## config.mk

```make
export PLATFORM = sky130hd
export DESIGN_NAME = mux2_stream_arbiter
export DESIGN_NICKNAME = d
export VERILOG_FILES = /design/src/rtl/mux2_arb_pkg.sv /design/src/rtl/mux2_w.sv /design/src/rtl/mux2_stream_arbiter.sv
export SDC_FILE = /design/constraint.sdc
export NUM_CORES = 1
export LEC_CHECK = 0
export ABC_AREA = 1
export ABC_CLOCK_PERIOD_IN_PS = 2490
export BUFFER_PORTS_ARGS = -buffer_cell sky130_fd_sc_hd__buf_2
export CELL_PAD_IN_SITES_DETAIL_PLACEMENT = 0
export CELL_PAD_IN_SITES_GLOBAL_PLACEMENT = 1
export CORE_ASPECT_RATIO = 1.75
export CORE_UTILIZATION = 31
export CTS_BUF_LIST = sky130_fd_sc_hd__clkbuf_16
export DETAILED_ROUTE_END_ITERATION = 12
export GPL_TIMING_DRIVEN = 1
export PLACE_DENSITY = 0.89
export SETUP_SLACK_MARGIN = 0.5
export SYNTH_ARGS = -nofsm -noshare
export SYNTH_HDL_FRONTEND = slang
export SYNTH_SLANG_ARGS = --single-unit
```

## constraint.sdc

```tcl
create_clock -name clk -period 2.49 [get_ports clk]
set_clock_uncertainty 0.2 [all_clocks]
set_input_delay 0.498 -clock clk [delete_from_list [all_inputs] [get_ports clk]]
set_output_delay 0.498 -clock clk [all_outputs]
set_load 0.01 [all_outputs]
```

## src/rtl/mux2_arb_pkg.sv

```systemverilog
`default_nettype none
// ============================================================================
// Module   : mux2_arb_pkg
// Purpose  : Shared state encoding and defaults for the two-way stream arbiter.
// Revision : 1.0
// ============================================================================
package mux2_arb_pkg;

    typedef enum logic [1:0] {
        ARB_IDLE = 2'b00,
        ARB_GNT0 = 2'b01,
        ARB_GNT1 = 2'b10
    } arb_state_t;

    localparam int ARB_WIDTH_DEF = 8;

endpackage : mux2_arb_pkg
`default_nettype wire

```

## src/rtl/mux2_w.sv

```systemverilog
`default_nettype none
// ============================================================================
// Module   : mux2_w
// Purpose  : W-bit 2:1 multiplexer (i_sel = 0 selects i_a).
// Revision : 1.0
// ============================================================================
module mux2_w #(
    parameter int W = 9
) (
    input  logic [W-1:0] i_a,
    input  logic [W-1:0] i_b,
    input  logic         i_sel,
    output logic [W-1:0] o_y
);

    assign o_y = i_sel ? i_b : i_a;

endmodule : mux2_w
`default_nettype wire

```

## src/rtl/mux2_stream_arbiter.sv

```systemverilog
`default_nettype none
// ============================================================================
// Module   : mux2_stream_arbiter
// Purpose  : Packet-locked round-robin arbiter sharing one registered
//            valid/ready output channel between two requesters.
// Revision : 1.0
// ============================================================================
import mux2_arb_pkg::*;

module mux2_stream_arbiter #(
    parameter int WIDTH = ARB_WIDTH_DEF
) (
    input  logic             clk,
    input  logic             rst_n,
    input  logic [WIDTH-1:0] i0_data,
    input  logic             i0_valid,
    input  logic             i0_last,
    output logic             i0_ready,
    input  logic [WIDTH-1:0] i1_data,
    input  logic             i1_valid,
    input  logic             i1_last,
    output logic             i1_ready,
    output logic [WIDTH-1:0] y_data,
    output logic             y_valid,
    output logic             y_last,
    input  logic             y_ready,
    output logic             sel,
    output logic             busy
);

    arb_state_t       r_state;
    arb_state_t       w_state_nxt;
    logic             r_last_gnt;
    logic             w_last_gnt_nxt;
    logic             r_sel;
    logic [WIDTH-1:0] r_y_data;
    logic             r_y_last;
    logic             r_y_valid;

    logic             w_can_load;
    logic             w_xfer0;
    logic             w_xfer1;
    logic             w_xfer;
    logic             w_rel;
    logic [WIDTH:0]   w_mux;

    assign w_can_load = !r_y_valid || y_ready;
    assign i0_ready   = (r_state == ARB_GNT0) && w_can_load;
    assign i1_ready   = (r_state == ARB_GNT1) && w_can_load;
    assign w_xfer0    = i0_valid && i0_ready;
    assign w_xfer1    = i1_valid && i1_ready;
    assign w_xfer     = w_xfer0 || w_xfer1;

    // sel already tracks the owner whenever a transfer can happen
    mux2_w #(
        .W (WIDTH + 1)
    ) u_mux (
        .i_a   ({i0_last, i0_data}),
        .i_b   ({i1_last, i1_data}),
        .i_sel (r_sel),
        .o_y   (w_mux)
    );

    assign w_rel = w_xfer && w_mux[WIDTH];

    always_comb begin
        w_state_nxt    = r_state;
        w_last_gnt_nxt = r_last_gnt;
        case (r_state)
            ARB_IDLE: begin
                if (i0_valid && i1_valid) begin
                    w_state_nxt = r_last_gnt ? ARB_GNT0 : ARB_GNT1;
                end else if (i0_valid) begin
                    w_state_nxt = ARB_GNT0;
                end else if (i1_valid) begin
                    w_state_nxt = ARB_GNT1;
                end
            end
            ARB_GNT0: begin
                if (w_rel) begin
                    w_last_gnt_nxt = 1'b0;
                    if (i1_valid)      w_state_nxt = ARB_GNT1;
                    else if (i0_valid) w_state_nxt = ARB_GNT0;
                    else               w_state_nxt = ARB_IDLE;
                end
            end
            ARB_GNT1: begin
                if (w_rel) begin
                    w_last_gnt_nxt = 1'b1;
                    if (i0_valid)      w_state_nxt = ARB_GNT0;
                    else if (i1_valid) w_state_nxt = ARB_GNT1;
                    else               w_state_nxt = ARB_IDLE;
                end
            end
            default: w_state_nxt = ARB_IDLE;
        endcase
    end

    always_ff @(posedge clk or negedge rst_n) begin
        if (!rst_n) begin
            r_state    <= ARB_IDLE;
            r_last_gnt <= 1'b1;
            r_sel      <= 1'b0;
            r_y_data   <= '0;
            r_y_last   <= 1'b0;
            r_y_valid  <= 1'b0;
        end else begin
            r_state    <= w_state_nxt;
            r_last_gnt <= w_last_gnt_nxt;
            // IDLE keeps the previous select
            if (w_state_nxt == ARB_GNT0) begin
                r_sel <= 1'b0;
            end else if (w_state_nxt == ARB_GNT1) begin
                r_sel <= 1'b1;
            end
            if (w_xfer) begin
                r_y_data  <= w_mux[WIDTH-1:0];
                r_y_last  <= w_mux[WIDTH];
                r_y_valid <= 1'b1;
            end else if (y_ready) begin
                r_y_valid <= 1'b0;
            end
        end
    end

    assign y_data  = r_y_data;
    assign y_last  = r_y_last;
    assign y_valid = r_y_valid;
    assign sel     = r_sel;
    assign busy    = (r_state != ARB_IDLE);

endmodule : mux2_stream_arbiter
`default_nettype wire
```

==> results.toml, run 1 <==
[outcome]
status = "finished, final reports clean"

[floorplanning]
start_util_pct = 33.6
die_area_um2 = 2770
die_w_um = 40.2
fp.coreArea_um2 = 2360
core.rowCount = 23
die_height_um = 68.9
ioPinCount = 37

[final_layout]
diodes = 0
drive_gt1_share_pct = 49.7
mostFrequentLayoutCells = "36 x buf_2, 27 x nand2_1, 13 x inv_1, 12 x dfrtp_1, 9 x o21ai_0"
area_growth_pct = 49.0
final_cells = 170
utilization_pct = 50.0
final_common_cell = "buf_2"
finalNetCount = 170

[yosys]
yosysUniqueCellTypes = 21
yosys_warnings = 0
avgSynthCellArea_um2 = 8.00
syn_nets = 123
synthFlopType = "dfrtp_1"
synthCells = 99
synth_edf_count = 0
mappedNetlistArea_um2 = 792
ys_ff_latch = 14
synthArstFlopShare_pct = 100
ys_seq_area_share_pct = 44.4

[timing]
hold_viol = 0
finalCriticalPeriod_ns = 1.86
fin_hold_ws_ns = 0.287
max_freq_ghz = 0.538
setup_tns_ns = 0
grt_setup_unrepaired = "no"
finalSetupViolations = 0
fin_crit_sh_pct = 74.6
worst_pin_slew_ns = 0.314
report.final.slew_viol_count = 0
relSlewSlack_pct = 79.0

[worst_setup_path]
path_max_fanout = 6
start_kind = "flop"
worst_r2r_endpoint = "sel$_DFFE_PN0P_"
required_ns = 1.79
r2r-start = "r_state[0]$_DFF_PN0_"
critPathCaptureType = "output port"
worstRegToRegCells = 12
worst-setup-path-type = "reg2out"
reg2reg_slack_ns = 0.64
crit_arrival_ns = 1.16

[placement]
portBuffers = 36
gp_congestion = 0.640
place_hpwl_um = 1380
dp.cells = 158

[detailed_routing]
ant_nets = 0
dr_total_vias = 797
routedWlPerCell_um = 11.5
wirelength_um = 1960
avgViaCountPerCell = 4.69
drt-initial-drc-count = 5
firstDrtPassIters = 4
drc = 0

[global_route]
grt_antenna_before_repair = 0
grt_pass1_wl_um = 3040
grt_usage_pct = 16.3
grt_max_degree = 19
grt_pass1_vias = 751
grt-ovfl-total = 0

[worst_hold_path]
min-delay-path-class = "reg2reg"
holdCritStartpoint = "y_data[7]$_DFFE_PN0P_"
hold_depth = 2
hold_end = "y_data[7]$_DFFE_PN0P_"

[flow_run]
maxCapViolations = 0

[clock_network]
cts_buffer_depth = 2
clk_pin_slew_ns = 0.05
clkLatencyLatePin_ns = 0.24
cts_tree = "done"
clock-sinks = 14
htree_num_levels = 1
cts_buffers = 3
ctsRootBufferMaster = "clkbuf_16"

[power]
total_leakage_power_nw = 0.655
powerDensity_nw_per_um2 = 1340
irDropWorstVdd_uv = 505
total_power_mw = 1.58
[final cells by class]
| class | instances | area [um^2] |
|---|---|---|
| clock inverter | 1 | 3.75 |
| timing repair buffer | 45 | 250 |
| multi-input combinational | 65 | 400 |
| clock buffer | 3 | 75.1 |
| inverter | 17 | 66.3 |
| sequential | 14 | 353 |
| fill | 234 | 1180 |
| tap | 25 | 31.3 |
[registers in the layout (all words and copies together) (netlist names)]
signal      flops
y_valid         1
y_data          8
y_last          1
r_state         2
r_last_gnt      1
sel             1
[worst max path at each step]
stage,depth (start not counted),start,slack [ns],to
after floorplan,12,y_ready,0.61,sel$_DFFE_PN0P_
after detailed placement,13,y_ready,0.43,sel$_DFFE_PN0P_
final,3,r_state[0]$_DFF_PN0_,0.63,i1_ready
after global placement,13,y_ready,0.48,sel$_DFFE_PN0P_
after global routing,12,r_state[1]$_DFF_PN0_,0.49,sel$_DFFE_PN0P_
after CTS,12,r_state[1]$_DFF_PN0_,0.51,sel$_DFFE_PN0P_
[stage by stage]
| stage | cell area [um^2] | setup WS (ns) |
|---|---|---|
| after detailed placement | 987 | 0.430 |
| after CTS | 1090 | 0.505 |
| after floorplan | 792 | 0.614 |
| final | 1180 | 0.631 |
| after global placement | 987 | 0.479 |
| after global routing | 1180 | 0.494 |
[cell usage after synthesis, types with 2 or more instances]
master    n  area share [%]
dfrtp_1  13              41
inv_1    14             6.6
inv_2     2            0.95
nand2_1  28              13
nand2_2   2             1.6
nand3_1   7             4.4
nor2_1    3             1.4
nor3_1    2             1.3
o21ai_0   9             5.7
o21ai_2   8             8.8
[power by group]
group          internal [mW]  switching (mW)
clock network          0.212          0.0903
logic                  0.361           0.473
registers              0.350          0.0900
[routing by layer]
metal	routed length (um)	up-vias	global-route usage, %
li1	-	411	-
met1	758	353	16.5
met2	1060	29	28.4
met3	77	4	1.92
met4	65	0	12.5
met5	0	-	0
[critical path, stage by stage, from the launching register on]
cell and delay (ns):
dfrtp_2 0.46, buf_4 0.16, nor3_1 0.14, buf_2 0.15
[logic make-up (layout without fill, tap and decap cells)]
group / after synthesis / count (layout) / share of synthesized area (%)
simple gates: 44 / 44 / 24.0
fa+ha+maj: 1 / 1 / 1.58
flops: 14 / 14 / 44.4
compound gates: 20 / 20 / 18.6
buf+inv: 20 / 66 / 11.4
[timing repair]
action | in CTS | in global routing
pin swaps | 1 | 4
setup endpoints to repair | 1 | 1
hold endpoints to repair | 13 | 0
hold buffers | 1 | 0
setup buffers | 1 | 6
resized for setup | 2 | 10
No activity file was read; power rests on OpenSTA's default activity.
==> run 2: changes to the inputs <==
ABC_CLOCK_PERIOD_IN_PS = 1700   (was 2490)
CORE_UTILIZATION = 28   (was 31)
PLACE_DENSITY = 0.85   (was 0.89)
clock period = 1.7 ns   (was 2.49 ns; I/O delays follow)
==> run 2 against run 1 <==
The run now ends with setup timing left. Hold slack got worse by 0.079 ns. Non-clock buffer count up 11. Core utilization is 0.79 points higher. Sequential cell count is the same. Wire length rose by 20%. Worst setup slack worse by 0.72 ns. Sequential power grew 46%.
==> results.toml, run 2 (same netlist as run 1, synthesis figures left out) <==
[outcome]
status = "complete, but fails checks"
violations = "setup timing"

[clock_network]
clkLatencyLatePin_ns = 0.24
cts_buffer_depth = 2
clk_pin_slew_ns = 0.04
clock-sinks = 14
htree_num_levels = 1
ctsRootBufferMaster = "clkbuf_16"
cts_tree = "done"
cts_buffers = 3

[worst_hold_path]
min-delay-path-class = "in2reg"

[detailed_routing]
routedWlPerCell_um = 12.7
drc = 0
wirelength_um = 2360
ant_nets = 0
avgViaCountPerCell = 4.84
dr_total_vias = 896
firstDrtPassIters = 4
drt-initial-drc-count = 18

[power]
p_int_mw = 1.63
p_seq_share_pct = 23.5
p_sw_mw = 1.11
total_leakage_power_nw = 0.743
swShare_pct = 40.6
total_power_mw = 2.74
irDropWorstVdd_uv = 871
clkPwrFrac_pct = 15.8
powerDensity_nw_per_um2 = 2000
p_comb_share_pct = 60.6

[placement]
pre_cts_ws_ns = -0.125
gp_congestion = 0.846
portBuffers = 36
place_hpwl_um = 1550

[timing]
finalCriticalPeriod_ns = 1.79
grt_setup_unrepaired = "yes"
hold_viol = 0
max_freq_ghz = 0.558
setup_tns_ns = -0.283
report.final.slew_viol_count = 0
worst_pin_slew_ns = 0.319
finalSetupViolations = 4
fin_crit_sh_pct = 105
relSlewSlack_pct = 78.7
finalWorstSetupSlack_ns = -0.0916

[floorplanning]
fp.coreArea_um2 = 2690
start_util_pct = 29.4
core.rowCount = 25
die_w_um = 42.2
ioPinCount = 37
die_area_um2 = 3050
die_height_um = 72.4

[worst_setup_path]
required_ns = 1.62
start_kind = "flop"
critPathCaptureType = "flop"
path_max_fanout = 5
crit_arrival_ns = 1.72
worst-setup-path-type = "reg2reg"

[final_layout]
diodes = 0
fill_cells = 267
mostFrequentLayoutCells = "34 x buf_2, 25 x nand2_1, 14 x inv_1, 12 x buf_4, 12 x dfrtp_1"
final_common_cell = "buf_2"
finalNetCount = 183
area_growth_pct = 72.5
drive_gt1_share_pct = 57.6
largest_reg_flops = 8

[global_route]
grt_usage_pct = 16.9
use_met2_pct = 32.5
grt_max_degree = 19
grt_busiest_layer = "met2"
grt_pass1_wl_um = 3860
use_met3_pct = 2.99
met1_usage_pct = 16.4
grt_pass1_vias = 870
grt-ovfl-total = 0
grt_antenna_before_repair = 0

[flow_run]
maxCapViolations = 0
run 2: cell count changes in the layout (fill, tap and decap cells not counted), sizes merged:
cell    delta
clkinv     -1
buf       +11
inv        +3
run 2: layout make-up:
cell class / count / area, um^2 / share of cell area (%)
multi-input combinational: 65 / 437 / 32.0
sequential: 14 / 353 / 25.8
timing repair inverter: 2 / 17.5 / 1.28
clock inverter: 1 / 3.75 / 0.275
tap: 27 / 33.8 / 2.47
timing repair buffer: 56 / 375 / 27.5
clock buffer: 3 / 75.1 / 5.49
inverter: 17 / 71.3 / 5.22
run 2: power groups by stage:
stage               logic (mW)  registers [mW]  clock network [mW]
floorplan                0.687           0.677                   0
global placement          1.14           0.620                   0
detailed placement        1.18           0.626                   0
CTS                       1.59           0.637               0.445
global route              1.79           0.658               0.468
finish                    1.66           0.644               0.433
run 2: per-stage QoR:
stage	hold WS [ns]	util (%)	cell area, um^2	cells
detailed placement	0.0483	39.9	1070	170
CTS	0.209	49.5	1330	183
global placement	0.0485	39.9	1070	170
finish	0.208	50.8	1370	185
floorplan	-0.156	-	801	99
global route	0.213	50.8	1370	185
run 2: what timing repair did:
action | CTS | global route
setup buffers | 6 | 2
hold buffers | 1 | 0
endpoints found under the hold margin | 13 | 0
endpoints found under the setup margin | 28 | 28
resized for setup | 26 | 5
pin swaps | 3 | 1
cloned | 2 | 0
run 2: layer usage:
metal | vias up | share of wire, %
li1 | 434 | -
met1 | 421 | 35
met2 | 34 | 56
met3 | 7 | 4.5
met4 | 0 | 3.8
met5 | - | 0
run 2: worst paths after layout:
path	end	start	slack, ns	cells after the start
hold reg to reg	y_data[5]$_DFFE_PN0P_	y_data[5]$_DFFE_PN0P_	0.28	2
max in group asynchronous	r_last_gnt$_DFFE_PN1P_	rst_n	0.66	2
hold / removal	y_data[4]$_DFFE_PN0P_	i0_data[4]	0.21	3
setup reg to reg	sel$_DFFE_PN0P_	r_state[1]$_DFF_PN0_	-0.09	12
min in group asynchronous	y_data[7]$_DFFE_PN0P_	rst_n	0.35	2
setup / recovery	sel$_DFFE_PN0P_	r_state[1]$_DFF_PN0_	-0.09	12
run 2: critical path, stage by stage (launching register included):
cell     delay [ns]
dfrtp_1        0.41
inv_2          0.08
nor2_4         0.11
nand3_2        0.09
nand2_4        0.10
nand2_4        0.05
nand2_1        0.05
nand2_1        0.04
nand2_1        0.07
nand3_2        0.10
ha_4           0.26
nand2_1        0.05
o21ai_1        0.05
==> run 3: changes to the inputs <==
SETUP_SLACK_MARGIN = 0.1   (was 0.5)
==> run 3 against run 2 <==
The flow still finishes with violations (setup timing). Critical path depth shrank 1. Global-route usage decreased by 1.5 points. First-iteration DRC count is 17% lower. Sequential cell count stayed put. Worst setup slack worse by 0.027 ns. Combinational power is 7% lower. Via count is 4.7% lower. Non-clock buffer count did not move. Hold slack better by 0.0027 ns. Critical path type unchanged. Largest power group unchanged.
==> results.toml, run 3 (same netlist as run 1, synthesis figures left out) <==
[outcome]
status = "complete, but fails checks"
violations = "setup timing"

[worst_setup_path]
start_kind = "flop"
worst_r2r_endpoint = "sel$_DFFE_PN0P_"
worstRegToRegCells = 11
crit_slowest_cell = "dfrtp_1"
required_ns = 1.63
critPathCaptureType = "flop"
reg2reg_slack_ns = -0.12
crit_path_end = "sel$_DFFE_PN0P_"
r2r-start = "r_state[1]$_DFF_PN0_"
worst-setup-path-type = "reg2reg"
path_max_fanout = 5
crit_arrival_ns = 1.75
critPathMaxStageDelay_ns = 0.42
path_cells = "inv_2, nor2_4, nand3_2, nand2_4, buf_4, nand4_1, nand3_2, inv_2, ha_4, nand2_2, o21ai_2"
startpoint = "r_state[1]$_DFF_PN0_"

[placement]
place_hpwl_um = 1670
dp.cells = 172
gp_congestion = 0.882
place_area_um2 = 1080
portBuffers = 36

[global_route]
grt_pass1_vias = 844
grt_usage_pct = 15.4
grt_antenna_before_repair = 0
grt_max_degree = 19
grt_pass1_wl_um = 3520
grt-ovfl-total = 0

[power]
irDropWorstVdd_uv = 729
powerDensity_nw_per_um2 = 2000
total_leakage_power_nw = 0.718

[timing]
hold_viol = 0
setup_tns_ns = -0.196
fin_crit_sh_pct = 107
relSlewSlack_pct = 78.6
report.final.slew_viol_count = 0
max_freq_ghz = 0.550
finalWorstSetupSlack_ns = -0.118
worst_pin_slew_ns = 0.321
grt_setup_unrepaired = "yes"
finalCriticalPeriod_ns = 1.82
finalSetupViolations = 3

[floorplanning]
die_w_um = 42.2
core.rowCount = 25
ioPinCount = 37
fp.coreArea_um2 = 2690
start_util_pct = 29.4
die_area_um2 = 3050
die_height_um = 72.4

[detailed_routing]
dr_total_vias = 854
avgViaCountPerCell = 4.67
drt-initial-drc-count = 15
drt-met1-wl_um = 808
wirelength_um = 2180
routedWlPerCell_um = 11.9
route.met3.wl_um = 84
ant_nets = 0
dr.max_layer_used = "met4"
met2WireLength_um = 1200
firstDrtPassIters = 4
drc = 0

[final_layout]
mostFrequentLayoutCells = "36 x buf_2, 25 x nand2_1, 16 x buf_4, 12 x inv_1, 12 x dfrtp_1"
largest_reg_flops = 8
final_common_cell = "buf_2"
finalNetCount = 181
fill_cells = 261
utilization_pct = 49.0
drive_gt1_share_pct = 59.0
seqCellArea_um2 = 353
fin_area_um2 = 1320
area_growth_pct = 66.4
final_cells = 183
diodes = 0
multiInputGateArea_um2 = 442

[clock_network]
htree_num_levels = 1
clock-sinks = 14
ctsRootBufferMaster = "clkbuf_16"
cts_buffer_depth = 2
clkLatencyLatePin_ns = 0.24
clk_pin_slew_ns = 0.05
cts_buffers = 3
cts_tree = "done"

[flow_run]
maxCapViolations = 0

[worst_hold_path]
min-delay-path-class = "in2reg"
hold_depth = 3
-- run 3: changes by cell type in the layout (fill, tap and decap cells not counted), sizes merged --
| cell | delta |
|---|---|
| clkinv | +1 |
| inv | -3 |
-- run 3: worst max-delay path, delay by kind of cell (launching register included) --
family          cells  cell delay [ns]
simple gates        6             0.56
flops               1             0.42
buf+inv             3             0.24
fa+ha+maj           1             0.24
compound gates      1             0.05
-- run 3: report_power, final --
part | total [mW] | switching [mW] | internal (mW)
Clock | 0.444 | 0.133 | 0.311
Combinational | 1.55 | 0.811 | 0.736
Sequential | 0.638 | 0.125 | 0.513
-- run 3: repair_timing --
item / CTS / global route
pin swaps: 5 / 11
endpoints found under the setup margin: 5 / 6
gates resized for setup: 14 / 10
hold buffers: 1 / 0
setup buffers: 3 / 4
endpoints found under the hold margin: 13 / 0
-- run 3: through the flow --
stage          hold slack (ns)  total power, mW  setup WS [ns]
2_1_floorplan           -0.156             1.35         -0.123
4_1_cts                  0.213             2.47        -0.0932
5_1_grt                  0.241             2.84         -0.228
3_3_place_gp            0.0479             1.77        -0.0876
3_5_place_dp            0.0489             1.82         -0.168
6_report                 0.211             2.63         -0.118
-- run 3: metal layers --
metal	vias up	GRT usage, %
met5	-	0
met4	0	10.8
met3	8	1.74
met2	31	28.7
met1	388	15.2
li1	427	-
-- run 3: area by class of cell --
class,count,area share (%)
repair buffers,56,26.1
flip-flops and latches,14,26.8
well taps,27,2.56
multi-input cells,65,33.5
inverters,17,5.03
clock buffers,3,5.70
clock inverters,1,0.285
-- run 3: worst min path at each step --
| stage | startpoint | endpoint |
|---|---|---|
| 2_1_floorplan | rst_n | r_state[0]$_DFF_PN0_ |
| 3_3_place_gp | rst_n | r_state[1]$_DFF_PN0_ |
| 3_5_place_dp | rst_n | r_state[0]$_DFF_PN0_ |
| 4_1_cts | i0_data[5] | y_data[5]$_DFFE_PN0P_ |
| 5_1_grt | i0_data[7] | y_data[7]$_DFFE_PN0P_ |
| 6_report | i0_data[5] | y_data[5]$_DFFE_PN0P_ |
